===== src/rtl/priority_encoder.sv =====
// Lowest-set-bit priority encoder with hit and multi-hit flags.
// Outputs are either registered (one-cycle latency) or driven combinationally from the input.
module priority_encoder #(
    parameter int OUT_WIDTH = 3,
    parameter int REG_OUT   = 1
) (
    input  logic                        clk,
    input  logic                        res,
    input  logic                        en,
    input  logic [(1 << OUT_WIDTH)-1:0] in,
    output logic [OUT_WIDTH-1:0]        out,
    output logic                        hit,
    output logic                        multi
);

    localparam int IN_WIDTH = 1 << OUT_WIDTH;
    localparam int ENC_W    = OUT_WIDTH + 2;

    // Pairwise reduction tree, log2(IN_WIDTH) levels, done in place.
    // Node n at level lvl merges children 2n (lower indices) and 2n+1.
    // The lower child wins whenever it has any bit set.
    // The index of an empty node is kept at 0, so an all-zero input encodes to 0.
    function automatic logic [ENC_W-1:0] encode(input logic [IN_WIDTH-1:0] vec);
        logic [IN_WIDTH-1:0]                anyV;
        logic [IN_WIDTH-1:0]                multiV;
        logic [IN_WIDTH-1:0][OUT_WIDTH-1:0] idxV;
        logic                               loAny;
        logic                               hiAny;
        anyV   = vec;
        multiV = '0;
        idxV   = '0;
        loAny  = 1'b0;
        hiAny  = 1'b0;
        for (int lvl = 1; lvl <= OUT_WIDTH; lvl++) begin
            for (int n = 0; n < (IN_WIDTH >> lvl); n++) begin
                loAny             = anyV[2*n];
                hiAny             = anyV[2*n+1];
                multiV[n]         = multiV[2*n] | multiV[2*n+1] | (loAny & hiAny);
                idxV[n]           = loAny ? idxV[2*n] : idxV[2*n+1];
                idxV[n][lvl-1]    = ~loAny & hiAny;
                anyV[n]           = loAny | hiAny;
            end
        end
        return {idxV[0], anyV[0], multiV[0]};
    endfunction

    logic [ENC_W-1:0]     enc;
    logic [OUT_WIDTH-1:0] encIdx;
    logic                 encHit;
    logic                 encMulti;

    assign enc      = encode(in);
    assign encIdx   = enc[ENC_W-1:2];
    assign encHit   = enc[1];
    assign encMulti = enc[0];

    if (REG_OUT != 0) begin : gRegOut
        logic [OUT_WIDTH-1:0] outQ;
        logic                 hitQ;
        logic                 multiQ;

        always_ff @(posedge clk or posedge res) begin
            if (res) begin
                outQ   <= '0;
                hitQ   <= 1'b0;
                multiQ <= 1'b0;
            end else if (en) begin
                outQ   <= encIdx;
                hitQ   <= encHit;
                multiQ <= encMulti;
            end
        end

        assign out   = outQ;
        assign hit   = hitQ;
        assign multi = multiQ;
    end else begin : gCombOut
        // Clock, reset and enable have no effect in this mode.
        logic unusedCtrl;
        assign unusedCtrl = ^{clk, res, en};

        assign out   = encIdx;
        assign hit   = encHit;
        assign multi = encMulti;
    end

endmodule


===== config.mk =====
export PLATFORM = sky130hd
export DESIGN_NAME = priority_encoder
export DESIGN_NICKNAME = d
export VERILOG_FILES = /design/src/rtl/priority_encoder.sv
export SDC_FILE = /design/constraint.sdc
export NUM_CORES = 1
export LEC_CHECK = 0
export CORE_AREA = 5 5 42 44
export CTS_CLUSTER_DIAMETER = 80
export CTS_CLUSTER_SIZE = 20
export DETAILED_ROUTE_END_ITERATION = 10
export DIE_AREA = 0 0 47 49
export HOLD_SLACK_MARGIN = 0.12
export PLACE_DENSITY = 0.53
export SLEW_MARGIN = 20
export SYNTH_ARGS = -nofsm -noshare
export SYNTH_HDL_FRONTEND = slang
export SYNTH_SLANG_ARGS = --single-unit

===== constraint.sdc =====
create_clock -name clk -period 1.01 [get_ports clk]
set_input_delay 0.1515 -clock clk [delete_from_list [all_inputs] [get_ports clk]]
set_output_delay 0.1515 -clock clk [all_outputs]
set_load 0.005 [all_outputs]

# Word-level counts from Yosys, hierarchy flattened
# Index checks and enable logic that the tools add are counted.
[totals]
regBits = 5
latch_bits = 0
ram_bits = 0
rom_bits = 0
output_inout_bits = 5
n_memories = 0
[op_classes]
n_addsub = 0
multipliers = 0
div_mod_pow = 0
n_lt_le_gt_ge = 0
eq_ne = 0
n_shift = 0
n_mux = 3
bitwise_logic = 34
reduce_logical = 0
[ops]
columns = ["op", "count"]
rows = [
  ["$and A1 B1 Y1", 14],
  ["$or A1 B1 Y1", 13],
  ["$not A1 Y1", 7],
  ["$mux W1", 2],
  ["$mux W2", 1],
]

# Logic depth before layout (Yosys ltp)
# Gate-level depths: netlist (run 1).
[depth]
ltp_word = 5
depth_mapped = 4
ltp_nobuf = 3

# Worst setup path before layout (run 1)
# No wires, ideal clock.
[synth_timing]
path_kind = "flip-flop to flip-flop"
start = "reg, netlist name multi"
end = "reg gRegOut.multiQ, in the netlist multi"
setup_ns = 0.124
arrival_time_ns = 0.829
required_time_ns = 0.886
slack_ns = 0.057
path_stages_with_launch = 4
n_path_buf = 0
path_cell_list = "dfrtp_1 -> nor2_1 -> a21oi_1 -> a211o_1"
[synth_lines]
columns = ["item", "line", "text"]
rows = [
  ["to (signal assigned)", "70", "multiQ <= encMulti;"],
  ["to (decl)", "60", "logic multiQ;"],
]

# Final worst setup path (run 1)
[layout_timing]
start = "reg gRegOut.outQ[0], in the netlist out[0]"
end = "out out[0]"
[layout_lines]
columns = ["item", "line", "text"]
rows = [
  ["from (decl)", "58", "logic [OUT_WIDTH-1:0] outQ;"],
  ["from (signal assigned)", "68", "outQ <= encIdx;"],
  ["to (decl)", "11", "output logic [OUT_WIDTH-1:0] out,"],
]
# No word-level cell between the ends.

==> run summary, run 1 <==
Seq/Total Area, Yosys = 38.02%
later-pin clock latency in the skew report = 240 ps
Post-Route Utilization = 43.21%
CP peak stage delay = 370 ps
WP buf/inv = 1
final hold vios = 0
Syn. warnings = 0
clk slew on worst S/H paths = 50 ps
IO Port Bufs = 15
commonest cells after routing, fill and taps aside = buf_4, clkdlybuf4s15_1, nor2_1, dfrtp_1, dlygate4sd2_1
combinational power share = 24.4%
CTS buffer count = 3
share of power burned in registers = 35.6%
Die Y = 49 um
CTS Sinks = 5
Synth Register Bits = 5
Core ar. = 1401 um^2
Cells after Synth = 38
fill count = 168
Area Growth Syn to Fin = 84.03%
CP Class = flop to output pin
synth unique cells = 20
Synth top area share = 38.02%
DRT Pass-1 Iters = 4
DRT antenna net count = 0
Slew Limit Headroom = 82.90%
initial DRC count = 4
worst path cell trace = clkdlybuf4s15_1
final setup violation count = 0
cell family with most CP delay = flip-flops
Bufs on Longest Clock Path = 2
num rows = 14
CTS H-tree depth = 1
RSZ-0062 raised after global routing = no
Global Route Usage Sum = 9.965%
clock share of power = 40.0%
Max-Cap Viols = 0
largest net degree at the start of global routing = 7
CTS root buf = clkbuf_4
GRT overflow = 0
status = completed
Top Usage Layer GRT = met2
Sequential Area = 125.1 um^2
antenna cell count = 0
most common cell after layout, fill and taps aside = buf_4
Max VDD drop = 0.2642 mV
share of layout cells above drive strength 1 = 28.36%
initial antenna violation count = 0
met2 GRT Util = 14.48%
Initial Utilization = 23.48%
DRC viols = 0
Int Pwr = 441.0 uW
synthesized area per cell = 8.660 um^2
multi-input logic area = 197.7 um^2
number of global-route vias before repair = 388
CTS tree = done
routability cong. = 0.7440
die area = 2303 um^2
first-pass GRT wire length = 1552 um
I/O Pins = 16
TNS Setup = 0 ps
period utilization = 96.66%
critical path required time = 860 ps
GRT met3 Usage = 2.214%
Via Count = 390
top post-synthesis cells by area = dfrtp_1, nor2_1, nor4_4
Synth Net Count = 49
final wirelength = 940 um
area leader, netlist = dfrtp_1
critical path peak fanout = 2
via/cell ratio = 4.699
Synth Cell Area = 329.1 um^2
Max Slew Vio Count = 0
Cell Pwr Density = 997.1 nW/um^2
Lkg Pwr = 0.0002652 uW
fmax = 1024 MHz
Max Clock Skew = 0 ps
NetSw = 162.8 uW
switching share of power = 26.96%
WL/cell = 11.33 um
min cycle time layout = 976.3 ps
HPWL after DPL = 717.1 um
Critical Path End Type = output pin
Least-Margin Pin Slew = 254.6 ps
met1 Track Usage GR = 10.44%
Final nets = 79
slowest stage cell, crit path = dfrtp_1
Die X = 47 um
worst endpoint data arrival time = 820 ps
Worst Hold Class = input pin to flop
Critical Path Source Type = flop
-- power groups by stage --
stage	clock network [uW]	registers (uW)	logic, uW
6_report	242	215	147
5_1_grt	249	216	162
4_1_cts	251	215	148
3_5_place_dp	0	217	155
3_3_place_gp	0	218	154
2_1_floorplan	0	219	44.2
-- what timing repair did --
item / in CTS / in global routing
gates cloned: 0 / 0
endpoints found under the hold margin: 5 / 0
setup buffers: 1 / 0
setup endpoints to repair: 10 / 2
pin swaps: 2 / 3
hold buffers: 1 / 0
resized for setup: 20 / 7
-- metal layers --
metal	routed length, um	vias to the layer above
li1	-	196
met4	43	0
met1	380	174
met5	0	-
met3	86	4
met2	429	16
-- stage by stage --
stage / power, uW / cells / setup slack [ps] / hold slack, ps / instance area [um^2]
after floorplan: 262.8 / 38 / 56.69 / -69.98 / 329.1
after global placement: 371.8 / 77 / -473.1 / 371.1 / 561.8
after detailed placement: 372.4 / 77 / -459.4 / 366.7 / 561.8
after CTS: 614.8 / 83 / 17.80 / 455.2 / 606.8
after global routing: 628.0 / 83 / 0.7209 / 384.9 / 605.6
final: 603.8 / 83 / 33.72 / 311.1 / 605.6
-- cell families (layout without fill, tap and decap cells) --
| logic type | count (synthesis) | in the layout | share of synthesized area, % |
|---|---|---|---|
| AO/OA/AOI/OAI | 14 | 14 | 28.90 |
| AND/OR/NAND/NOR | 14 | 14 | 26.99 |
| buffers and inverters | 5 | 34 | 6.081 |
| flip-flops | 5 | 5 | 38.02 |
-- registers in the layout, summed over array words and instances, names as in the netlist --
register / count
hit: 1
multi: 1
out: 3
-- synth_stat cells --
cell type  n
nand3b_1   1
nor2b_1    2
buf_2      1
inv_1      4
nor2_1     7
a21oi_1    2
nor4_4     1
o21ai_0    1
a211oi_1   1
nor3_1     1
nor4_2     1
a211o_1    1
nand2_1    1
dfrtp_1    5
o22ai_1    2
o21bai_1   2
a31oi_1    2
o31a_1     1
o211ai_1   1
a22oi_1    1
-- area by class of cell --
type / instances / area share [%]
timing repair buffer: 26 / 36.57
multi-input combinational: 28 / 32.64
sequential: 5 / 20.66
tap: 16 / 3.306
clock buffer: 4 / 4.339
inverter: 4 / 2.479
-- worst paths after layout --
| path | depth (start not counted) | to | startpoint | slack (ps) |
|---|---|---|---|---|
| worst max register to register | 3 | multi$_DFFE_PP0P_ | multi$_DFFE_PP0P_ | 70 |
| max in group asynchronous | 3 | out[1]$_DFFE_PP0P_ | res | 160 |
| worst max-delay path | 1 | out[0] | out[0]$_DFFE_PP0P_ | 30 |
| worst min register to register | 2 | out[2]$_DFFE_PP0P_ | out[2]$_DFFE_PP0P_ | 520 |
| min in group asynchronous | 3 | out[0]$_DFFE_PP0P_ | res | 670 |
| worst min-delay path | 3 | out[0]$_DFFE_PP0P_ | en | 310 |
Note: power is estimated with default switching activity, not from simulation.
==> run 2, diff against run 1 <==
Settings changed: PLACE_DENSITY 0.53 to 0.58.
==> run summary, run 2 (same netlist as run 1, synthesis figures left out) <==
Global Route Usage Sum = 9.816% (was 9.965%)
Slew Limit Headroom = 79.82% (was 82.90%)
combinational power share = 26.3% (was 24.4%)
later-pin clock latency in the skew report = 240 ps (about the same)
max reg flops = 3 (unchanged)
largest net degree at the start of global routing = 9 (was 7)
CTS H-tree depth = 1 (unchanged)
Crit. Startpoint = out[1]$_DFFE_PP0P_ (was out[0]$_DFFE_PP0P_)
commonest cells after routing, fill and taps aside = buf_4, nor2_1, clkdlybuf4s15_1, dfrtp_1, dlygate4sd2_1 (was buf_4, clkdlybuf4s15_1, nor2_1, dfrtp_1, dlygate4sd2_1)
CP peak stage delay = 370 ps (about the same)
TNS Setup = 0 ps (unchanged)
design area = 636.9 um^2 (was 605.6 um^2)
WP buf/inv = 1 (unchanged)
final worst slack = 46.40 ps (was 33.72 ps)
period utilization = 95.41% (was 96.66%)
R2R Setup Slk = 60 ps (was 70 ps)
first-pass GRT wire length = 1573 um (was 1552 um)
share of layout cells above drive strength 1 = 33.33% (was 28.36%)
min cycle time layout = 963.6 ps (was 976.3 ps)
final hold vios = 0 (unchanged)
Initial Utilization = 23.48% (unchanged)
Die Y = 49 um (unchanged)
Cell Pwr Density = 945.0 nW/um^2 (was 997.1 nW/um^2)
Cell Area, Placed = 569.3 um^2 (was 561.8 um^2)
Least-Margin Pin Slew = 300.5 ps (was 254.6 ps)
Final nets = 81 (was 79)
Post-Route Utilization = 45.45% (was 43.21%)
critical path required time = 860 ps (about the same)
initial antenna violation count = 0 (unchanged)
critical path depth = 1 (unchanged)
cell family with most CP delay = flip-flops (unchanged)
IO Port Bufs = 15 (unchanged)
status = completed (unchanged)
clock share of power = 38.0% (was 40.0%)
worst path cell trace = clkdlybuf4s15_1 (unchanged)
R2R depth = 3 (unchanged)
worst endpoint data arrival time = 810 ps (was 820 ps)
number of global-route vias before repair = 404 (was 388)
Max-Cap Viols = 0 (unchanged)
most common cell after layout, fill and taps aside = buf_4 (unchanged)
via/cell ratio = 4.565 (was 4.699)
Critical Path Source Type = flop (unchanged)
final setup violation count = 0 (unchanged)
Bufs on Longest Clock Path = 2 (unchanged)
WL/cell = 10.59 um (was 11.33 um)
Max Slew Vio Count = 0 (unchanged)
die area = 2303 um^2 (unchanged)
CTS root buf = clkbuf_4 (unchanged)
Max Clock Skew = 0 ps (unchanged)
RR Endpoint = multi$_DFFE_PP0P_ (unchanged)
share of power burned in registers = 35.7% (was 35.6%)
num rows = 14 (unchanged)
CP Class = flop to output pin (unchanged)
final wirelength = 900 um (was 940 um)
routability cong. = 0.7498 (was 0.7440)
Die X = 47 um (unchanged)
GRT overflow = 0 (unchanged)
NetSw = 153.9 uW (was 162.8 uW)
Power, Total = 601.8 uW (was 603.8 uW)
fmax = 1038 MHz (was 1024 MHz)
DRT Pass-1 Iters = 4 (unchanged)
Max VDD drop = 0.3088 mV (was 0.2642 mV)
I/O Pins = 16 (unchanged)
CTS Sinks = 5 (unchanged)
fill count = 167 (was 168)
CTS buffer count = 3 (unchanged)
HPWL after DPL = 744.9 um (was 717.1 um)
RSZ-0062 raised after global routing = no (unchanged)
CTS tree = done (unchanged)
Int Pwr = 447.9 uW (was 441.0 uW)
Critical Path End Type = output pin (unchanged)
DRC viols = 0 (unchanged)
slowest stage cell, crit path = dfrtp_1 (unchanged)
Area Growth Syn to Fin = 93.54% (was 84.03%)
initial DRC count = 3 (was 4)
clk slew on worst S/H paths = 40 ps (was 50 ps)
Setup WS pre-CTS = -489.8 ps (was -459.4 ps)
critical path peak fanout = 2 (unchanged)
Via Count = 388 (was 390)
r2r startpoint = multi$_DFFE_PP0P_ (unchanged)
antenna cell count = 0 (unchanged)
Worst Hold Class = input pin to flop (unchanged)
switching share of power = 25.57% (was 26.96%)
Core ar. = 1401 um^2 (unchanged)
Lkg Pwr = 0.0002764 uW (was 0.0002652 uW)
DRT antenna net count = 0 (unchanged)
crit path capture = out[1] (was out[0])
[run 2: cell types whose count changed in the layout (fill, tap and decap cells not counted), sizes merged]
cell	before	now
buf	10	12
[run 2: metrics by stage]
stage	hold slack [ps]	instances
floorplan	-69.98	38
global placement	369.1	78
detailed placement	373.4	78
CTS	472.9	85
global route	337.3	85
finish	324.5	85
[run 2: cell type report]
| class | count | area, um^2 | share of cell area [%] |
|---|---|---|---|
| flip-flops and latches | 5 | 125.1 | 19.65 |
| clock buffers | 4 | 26.28 | 4.126 |
| repair buffers | 28 | 236.5 | 37.13 |
| inverters | 4 | 15.01 | 2.358 |
| well taps | 16 | 20.02 | 3.143 |
| multi-input cells | 28 | 214.0 | 33.60 |
[run 2: worst min path at each step]
| stage | from | end | depth (start not counted) |
|---|---|---|---|
| after floorplan | res | hit$_DFFE_PP0P_ | 1 |
| after global placement | res | out[2]$_DFFE_PP0P_ | 2 |
| after detailed placement | res | out[2]$_DFFE_PP0P_ | 2 |
| after CTS | in[1] | out[0]$_DFFE_PP0P_ | 4 |
| after global routing | in[0] | out[0]$_DFFE_PP0P_ | 3 |
| final | in[0] | out[0]$_DFFE_PP0P_ | 3 |
[run 2: per-layer routing]
| metal | wire (um) | global-route usage [%] |
|---|---|---|
| met5 | 0 | 0 |
| met4 | 0 | 8.295 |
| met3 | 80 | 2.214 |
| met2 | 465 | 16.06 |
| met1 | 354 | 9.756 |
[run 2: power by group through the flow]
| stage | Sequential (uW) | Combinational, uW | Clock, uW |
|---|---|---|---|
| 2_1_floorplan | 219 | 44.2 | 0 |
| 3_3_place_gp | 218 | 155 | 0 |
| 3_5_place_dp | 218 | 156 | 0 |
| 4_1_cts | 215 | 158 | 244 |
| 5_1_grt | 216 | 175 | 259 |
| 6_report | 215 | 158 | 229 |
[run 2: repair_timing]
item | 4_1_cts | 5_1_grt
hold endpoints to repair | 5 | 0
setup endpoints to repair | 10 | 4
gates cloned | 0 | 0
resized for setup | 22 | 8
hold buffers | 1 | 0
pin swaps | 1 | 7
setup buffers | 2 | 0
